### src/rtl/trace_buffer.sv
// First-word-fall-through buffer for trace records: captures strobed records,
// drains them over valid/ready, and drops-and-counts when full instead of stalling.
module trace_buffer #(
  parameter int  DEPTH        = 16,
  parameter int  AFULL_LEVEL  = 12,
  parameter int  CNT_WIDTH    = 16,
  parameter type trace_output = logic [31:0]
) (
  input  logic                     clk,
  input  logic                     rst,
  input  logic                     trace_data_ready,
  input  trace_output              trace_data_i,
  input  logic                     flush,
  output logic                     out_valid,
  output trace_output              out_data,
  input  logic                     out_ready,
  output logic [$clog2(DEPTH):0]   occupancy,
  output logic                     empty,
  output logic                     full,
  output logic                     almost_full,
  output logic                     overflow,
  output logic [CNT_WIDTH-1:0]     dropped_count
);

  localparam int AW = $clog2(DEPTH);
  localparam int OW = AW + 1;

  trace_output     mem [DEPTH];
  logic [AW-1:0]   rd_ptr;
  logic [AW-1:0]   wr_ptr;
  logic [OW-1:0]   occ_q;
  logic            push;
  logic            pop;
  logic            drop;

  // Handshake: the head record transfers on any rising edge where out_valid
  // and out_ready are both high; out_valid never depends on out_ready and
  // out_data holds steady while out_valid is high without a transfer.
  assign pop  = out_valid && out_ready;
  assign push = trace_data_ready && !flush && (!full || pop);
  assign drop = trace_data_ready && !flush && full && !pop;

  assign occupancy   = occ_q;
  assign empty       = (occ_q == '0);
  assign full        = (occ_q == OW'(DEPTH));
  assign almost_full = (occ_q >= OW'(AFULL_LEVEL));
  assign out_valid   = !empty;
  assign out_data    = mem[rd_ptr];

  always_ff @(posedge clk) begin
    if (rst) begin
      rd_ptr <= '0;
      wr_ptr <= '0;
      occ_q  <= '0;
    end else if (flush) begin
      rd_ptr <= '0;
      wr_ptr <= '0;
      occ_q  <= '0;
    end else begin
      if (push) wr_ptr <= wr_ptr + AW'(1);
      if (pop)  rd_ptr <= rd_ptr + AW'(1);
      if (push && !pop)      occ_q <= occ_q + OW'(1);
      else if (pop && !push) occ_q <= occ_q - OW'(1);
    end
  end

  // Storage carries no reset; contents are meaningless until occupancy covers them.
  always_ff @(posedge clk) begin
    if (push && !rst) mem[wr_ptr] <= trace_data_i;
  end

  // Drop statistics survive flush and clear only on reset.
  always_ff @(posedge clk) begin
    if (rst) begin
      overflow      <= 1'b0;
      dropped_count <= '0;
    end else if (drop) begin
      overflow <= 1'b1;
      if (dropped_count != '1) dropped_count <= dropped_count + CNT_WIDTH'(1);
    end
  end

endmodule

### config.mk
export PLATFORM = sky130hd
export DESIGN_NAME = trace_buffer
export DESIGN_NICKNAME = d
export VERILOG_FILES = /design/src/rtl/trace_buffer.sv
export SDC_FILE = /design/constraint.sdc
export NUM_CORES = 1
export LEC_CHECK = 0
export ABC_AREA = 1
export ABC_CLOCK_PERIOD_IN_PS = 3600
export CORE_MARGIN = 2
export CORE_UTILIZATION = 35
export CTS_BUF_LIST = sky130_fd_sc_hd__clkbuf_16
export DETAILED_ROUTE_END_ITERATION = 7
export GPL_TIMING_DRIVEN = 1
export MAX_ROUTING_LAYER = met4
export PLACE_DENSITY = 0.51
export SYNTH_ARGS = -nofsm -noshare
export SYNTH_HDL_FRONTEND = slang
export SYNTH_SLANG_ARGS = --single-unit
### constraint.sdc
create_clock -name clk -period 3.6 [get_ports clk]
set_input_delay 0.72 -clock clk [delete_from_list [all_inputs] [get_ports clk]]
set_output_delay 0.72 -clock clk [all_outputs]
set_load 0.02 [all_outputs]
==> results of run 1 <==
## sequential cells by signal, indices dropped and copies added (netlist names), named ones only
signal         flops
occupancy          5
mem              512
dropped_count     16
rd_ptr             4
wr_ptr             4
overflow           1
## worst min-delay path by stage
stage          startpoint         to  slack, ps  cells after the start
6_report        rd_ptr[2]  flip-flop        480                      2
5_1_grt         rd_ptr[2]  flip-flop        510                      2
4_1_cts         rd_ptr[2]  flip-flop        460                      2
3_5_place_dp     overflow   overflow        470                      2
3_3_place_gp     overflow   overflow        460                      2
2_1_floorplan   rd_ptr[2]  flip-flop        450                      2
## through the flow
step                setup slack [ps]  hold slack, ps  std cells
floorplan                        571             447       1907
global placement                 507             461       2803
detailed placement               460             472       2803
CTS                             43.2             462       2913
global route                   -8.95             508       2917
finish                           182             476       2917
## layer usage
layer	global-route usage	vias to the layer above
met4	0.0401	0
met5	-	-
met1	0.228	6845
li1	-	6906
met2	0.266	300
met3	0.0338	80
## critical path, cell delays in order, from the launching register on
cell	delay (ps)
sky130_fd_sc_hd__dfxtp_4	510
sky130_fd_sc_hd__buf_4	390
sky130_fd_sc_hd__o211ai_1	150
sky130_fd_sc_hd__nand3_1	110
sky130_fd_sc_hd__nand3_1	110
sky130_fd_sc_hd__nand2_1	180
sky130_fd_sc_hd__clkdlybuf4s50_1	640
## final cells by class
cell class / instances / area, um^2 / share of cell area
sequential: 546 / 16100 / 0.597
multi-input combinational: 958 / 5140 / 0.191
timing repair buffer: 154 / 1720 / 0.0639
clock buffer: 59 / 1480 / 0.0548
inverter: 294 / 1100 / 0.0410
tap: 855 / 1070 / 0.0397
clock inverter: 50 / 340 / 0.0126
antenna: 1 / 2.50 / 0.0000929
## what timing repair did
| item | in CTS | in global routing |
|---|---|---|
| setup buffers | 1 | 3 |
| endpoints found under the setup margin | 7 | 12 |
| endpoints found under the hold margin | 0 | 0 |
| resized for setup | 0 | 0 |
| pin swaps | 0 | 0 |
## synthesized netlist by cell type, drive strengths merged
library cell and count:
xnor2 6, nand3 207, buf 70, fa 1, nand2 242, inv 294
o21ai 142, ha 10, nor2 54, xor2 9, nor3 1, nand4 2
edfxtp 512, dfxtp 34, clkbuf 39, nand3b 1, a21oi 154, o211ai 128
or2 1
## power groups by stage
| stage | Sequential, mW | Combinational, mW | Clock [mW] |
|---|---|---|---|
| floorplan | 7.12 | 0.667 | 0 |
| global placement | 7.13 | 1.08 | 0 |
| detailed placement | 7.13 | 1.09 | 0 |
| CTS | 7.00 | 1.10 | 5.82 |
| global route | 6.99 | 1.22 | 6.09 |
| finish | 6.99 | 1.09 | 5.67 |
## logic make-up (layout without fill, tap and decap cells)
logic type               count (synthesis)  in the layout  synth area share
adder cells (fa/ha/maj)                 11             11           0.00635
flip-flops                             546            546             0.703
buffers and inverters                  403            557            0.0771
other                                    0              1                 0
AND/OR/NAND/NOR                        508            508            0.0993
AO/OA/AOI/OAI                          424            424             0.109
XOR/XNOR                                15             15           0.00575
==> impl_metrics.yaml, run 1 <==
synthesis:
  postSynthNetCount: 1955
  ys.warnings.count: 0
  yosysTopAreaCell: "sky130_fd_sc_hd__edfxtp_1"
  synthesis.area_per_instance_um2: 12.0
  post_synth_inst_count: 1907
  yosys-top-cells-area: "sky130_fd_sc_hd__edfxtp_1, sky130_fd_sc_hd__inv_1, sky130_fd_sc_hd__nand3_1, sky130_fd_sc_hd__o211ai_1, sky130_fd_sc_hd__nand2_1"
  synth_largest_type_area_fraction: 0.673
  synth.yosys.seq_area_share: 0.703
  yosys_register_bits: 546
  synthDistinctLibCells: 31
  synthesis.area_um2: 22800
sta:
  max_transition_viols_final: 0
  final.period_utilization: 0.950
  final_period_minus_worst_setup_slack_ps: 3420
  final.setup.tns_ps: 0
  slew-limit-headroom: 0.569
  finalHoldViolCount: 0
  achievable_clock_frequency_mhz: 293
  post_route_clock_skew_ps: 51.8
  tightest_slew_ps: 644
  setup_viol: 0
power_and_ir_drop:
  p_switching_mw: 3.19
  power.sequential.fraction: 0.508
  comb_power_share: 0.079
  internal-power_mw: 10.6
  finalPower_mw: 13.8
  switching_share: 0.232
  power.clock.fraction: 0.412
  power.leakage_nw: 9.38
  pwr_density_cell_nw_per_um2: 511
  ir_worst_vdd_uv: 374
clock_network:
  cts-buffers-inserted: 59
  cts_tree: "built"
  hold_buffers: 0
  clock_transition_time_at_the_flip_flop_clock_pins_of_the_worst_setup_and_hold_paths_ps: 60
  cts.htree.levels: 2
  clock-sinks: 546
  clk_root_buffer_cell: "sky130_fd_sc_hd__clkbuf_16"
  cts-root-to-sink-buffers: 3
  clkLatencyLatePin_ps: 640
detailed_routing:
  drc: 0
  post_drt_wl_per_cell_um: 18.8
  viasPerCell: 4.84
  met2WireLength_um: 25700
  routed.top_layer: "met4"
  routed-via-count: 14131
  router_iterations_before_antenna_repair: 5
  finalWirelength_um: 54900
  dr.first_iter.drc_count: 1061
  met3_wirelength_um: 2790
  met1_length_um: 25400
  detail-route-antenna-nets: 0
floorplanning:
  io-pin-count: 95
  fp.dieH_um: 259
  floorplan.core_area_um2: 64500
  die-area_um2: 67300
  floorplan.rows: 93
  floorplan.die.width_um: 259
  initial_utilization: 0.354
finish:
  core_utilization_of_the_finished_layout: 0.418
  most-common-layout-cells: "sky130_fd_sc_hd__edfxtp_1, sky130_fd_sc_hd__inv_1, sky130_fd_sc_hd__nand2_1"
  final_cell_area_um2: 26900
  finish.net_count: 2061
  layout_overhead_on_the_synthesized_area_pct: 17.9
  nFillCells: 6030
  layout.cells.most_common: "sky130_fd_sc_hd__edfxtp_1"
  fraction_of_layout_cells_with_a_size_suffix_above_1: 0.0961
critical_path:
  timing.reg2reg.setup_slack_ps: 1130
  path_max_fanout: 36
  worst_setup_path_start_kind: "flip-flop"
  cp.arrival_ps: 2700
  timing.rr.end: "mem[10][5]"
  cp_data_required_time_ps: 2880
  worstReg2RegStart: "occupancy[0]"
  end_kind: "output pin"
  path_class: "reg -> out"
  critical_path.endpoint: "out_data[20]"
  reg2reg_depth: 9
placed_design:
  detailedPlacementHpwl_um: 30900
  detailed_place.area_um2: 25100
  gp_routability_congestion: 0.751
  count_of_buffers_from_port_buffering: 94
global_routing:
  grt_start_max_net_pins: 101
  first_global_vias: 13972
  antenna_found_initial: 1
  global_route.usage.total: 0.170
  grt_remaining_overflow: 0
  grt_first_pass_wirelength_um: 84800
status:
  run_status: "complete, no violations"
flow_run:
  maxCapViolations: 0
min_path:
  hold_path.class: "reg -> reg"
Power figures use the tool's default switching activity.
==> run 2: changes to the inputs <==
--- a/config.mk
+++ b/config.mk
@@ -8,12 +8,11 @@
 export ABC_AREA = 1
 export ABC_CLOCK_PERIOD_IN_PS = 3600
 export CORE_MARGIN = 2
-export CORE_UTILIZATION = 35
+export CORE_UTILIZATION = 39
 export CTS_BUF_LIST = sky130_fd_sc_hd__clkbuf_16
 export DETAILED_ROUTE_END_ITERATION = 7
 export GPL_TIMING_DRIVEN = 1
-export MAX_ROUTING_LAYER = met4
-export PLACE_DENSITY = 0.51
+export PLACE_DENSITY = 0.65
 export SYNTH_ARGS = -nofsm -noshare
 export SYNTH_HDL_FRONTEND = slang
 export SYNTH_SLANG_ARGS = --single-unit
==> run 2 against run 1 <==
  * Die area decreased by 10%
  * Routed wire length decreased by 7.3%
  * Sequential power about the same
  * Critical path type unchanged
  * Utilization increased by 4.7 points
  * Global-route usage decreased by 0.26 points
  * Register-to-register slack improved by 40 ps
  * Via count increased by 0.67%
  * Largest cell class unchanged
  * Maximum frequency decreased by 1.7%
==> impl_metrics.yaml, run 2 (synthesized netlist as in run 1, its figures left out) <==
sta:
  final.setup.tns_ps: 0
  post_route_clock_skew_ps: 34.9
  final.period_utilization: 0.966
  slew-limit-headroom: 0.525
  finalHoldViolCount: 0
  final.setup.worst_slack_ps: 121
  max_transition_viols_final: 0
  tightest_slew_ps: 712
  achievable_clock_frequency_mhz: 287
  setup_viol: 0
  final_period_minus_worst_setup_slack_ps: 3480
  rsz0062_at_grt: "false"
critical_path:
  end_kind: "output pin"
  worstPathBufferInverterCount: 3
  cp_common_cell: "sky130_fd_sc_hd__nand3_1"
  reg2reg_depth: 9
  cp.arrival_ps: 2760
  path_max_fanout: 35
  worstReg2RegStart: "occupancy[0]"
  critical_path.slowest_cell: "sky130_fd_sc_hd__clkdlybuf4s50_1"
  timing.reg2reg.setup_slack_ps: 1170
  critical_path_cell_sequence: "buf_4 -> buf_12 -> o211ai_1 -> nand3_1 -> nand3_1 -> nand2_1 -> clkdlybuf4s50_1"
  cp_data_required_time_ps: 2880
  critical_path.endpoint: "out_data[2]"
  path_class: "reg -> out"
  slowest_delay_ps: 670
  worst-path-stages: 7
  critical_path.top_delay_family: "buffers and inverters"
  worst_setup_path_start_kind: "flip-flop"
  timing.rr.end: "mem[5][5]"
detailed_routing:
  detail-route-antenna-nets: 0
  post_drt_wl_per_cell_um: 18.1
  finalWirelength_um: 50900
  dr.first_iter.drc_count: 1188
  routed-via-count: 14225
  viasPerCell: 5.06
  router_iterations_before_antenna_repair: 7
  drc: 0
placed_design:
  gp_routability_congestion: 0.782
  post-place-ws_ps: 501
  detailedPlacementHpwl_um: 27900
  count_of_buffers_from_port_buffering: 94
global_routing:
  antenna_found_initial: 1
  grt_start_max_net_pins: 111
  first_global_vias: 13773
  grt_first_pass_wirelength_um: 77900
  grt_remaining_overflow: 0
  global_route.usage.total: 0.167
floorplanning:
  floorplan.core_area_um2: 57800
  fp.dieH_um: 246
  io-pin-count: 95
  initial_utilization: 0.395
  die-area_um2: 60500
  floorplan.rows: 88
  floorplan.die.width_um: 246
clock_network:
  clock-sinks: 546
  hold_buffers: 0
  clock_transition_time_at_the_flip_flop_clock_pins_of_the_worst_setup_and_hold_paths_ps: 60
  cts_tree: "built"
  clkLatencyLatePin_ps: 620
  cts-root-to-sink-buffers: 3
  clk_root_buffer_cell: "sky130_fd_sc_hd__clkbuf_16"
  cts.htree.levels: 2
  cts-buffers-inserted: 55
power_and_ir_drop:
  comb_power_share: 0.075
  pwr_density_cell_nw_per_um2: 522
  power.leakage_nw: 9.36
  ir_worst_vdd_uv: 378
  power.clock.fraction: 0.425
  p_switching_mw: 3.11
  internal-power_mw: 10.9
  power.sequential.fraction: 0.500
  switching_share: 0.222
finish:
  most-common-layout-cells: "sky130_fd_sc_hd__edfxtp_1, sky130_fd_sc_hd__inv_1, sky130_fd_sc_hd__nand2_1"
  finish.net_count: 2050
  layout_overhead_on_the_synthesized_area_pct: 17.6
  nFillCells: 5092
  fraction_of_layout_cells_with_a_size_suffix_above_1: 0.0952
  multi_input_comb_area_um2: 5140
  number_of_flip_flops_under_the_largest_register_name: 512
  insertedDiodeCount: 0
  layout.cells.most_common: "sky130_fd_sc_hd__edfxtp_1"
  top_register: "mem"
  area.sequential_um2: 16100
flow_run:
  maxCapViolations: 0
min_path:
  hold_path.class: "reg -> reg"
status:
  run_status: "complete, no violations"
[run 2: cell count changes in the layout (fill, tap and decap cells not counted), sizes merged]
cell	change
buf	-8
bufinv	+7
inv	-7
clkbuf	-3
clkinv	-3
clkinvlp	+1
diode	-1
[run 2: cell type report]
| type | count | share of cell area |
|---|---|---|
| clock buffer | 55 | 0.0513 |
| sequential | 546 | 0.598 |
| tap | 765 | 0.0356 |
| timing repair buffer | 147 | 0.0617 |
| inverter | 294 | 0.0412 |
| clock inverter | 48 | 0.0202 |
| multi-input combinational | 958 | 0.192 |
[run 2: worst min path at each step]
stage | to | slack, ps | from | depth (start not counted)
global route | flip-flop | 510 | rd_ptr[2] | 2
floorplan | flip-flop | 450 | rd_ptr[2] | 2
detailed placement | overflow | 470 | overflow | 2
global placement | overflow | 460 | overflow | 2
CTS | overflow | 490 | overflow | 2
finish | overflow | 480 | overflow | 2
[run 2: what timing repair did]
item	4_1_cts	5_1_grt
setup buffers	0	3
gates resized for setup	1	3
gates cloned	0	1
endpoints found under the setup margin	1	23
[run 2: metrics by stage]
stage | area [um^2] | hold WS [ps] | std cells | power (mW) | utilization
6_report | 26800 | 483 | 2813 | 14.0 | 0.464
5_1_grt | 26800 | 513 | 2813 | 14.5 | 0.464
4_1_cts | 26800 | 485 | 2809 | 14.1 | 0.463
3_5_place_dp | 24900 | 465 | 2706 | 8.17 | 0.430
3_3_place_gp | 24900 | 457 | 2706 | 8.15 | 0.430
2_1_floorplan | 22800 | 447 | 1907 | 7.79 | -
[run 2: tightest hold or removal path: cells and delay by family (launching register included)]
family           cells  cell delay (ps)
and+or+nand+nor      2              120
DFF                  1              330
[run 2: layer usage]
layer,GRT usage,wire (um),vias up
met5,0,13,-
met4,0.0428,1060,2
met3,0.0334,3020,86
met2,0.271,24000,379
met1,0.230,22900,6871
li1,-,-,6887
[run 2: power by group through the flow]
stage,combinational [mW],sequential [mW],clock [mW]
floorplan,0.667,7.12,0
global placement,1.01,7.14,0
detailed placement,1.03,7.14,0
CTS,1.04,7.00,6.07
global route,1.17,7.00,6.32
finish,1.06,7.00,5.96
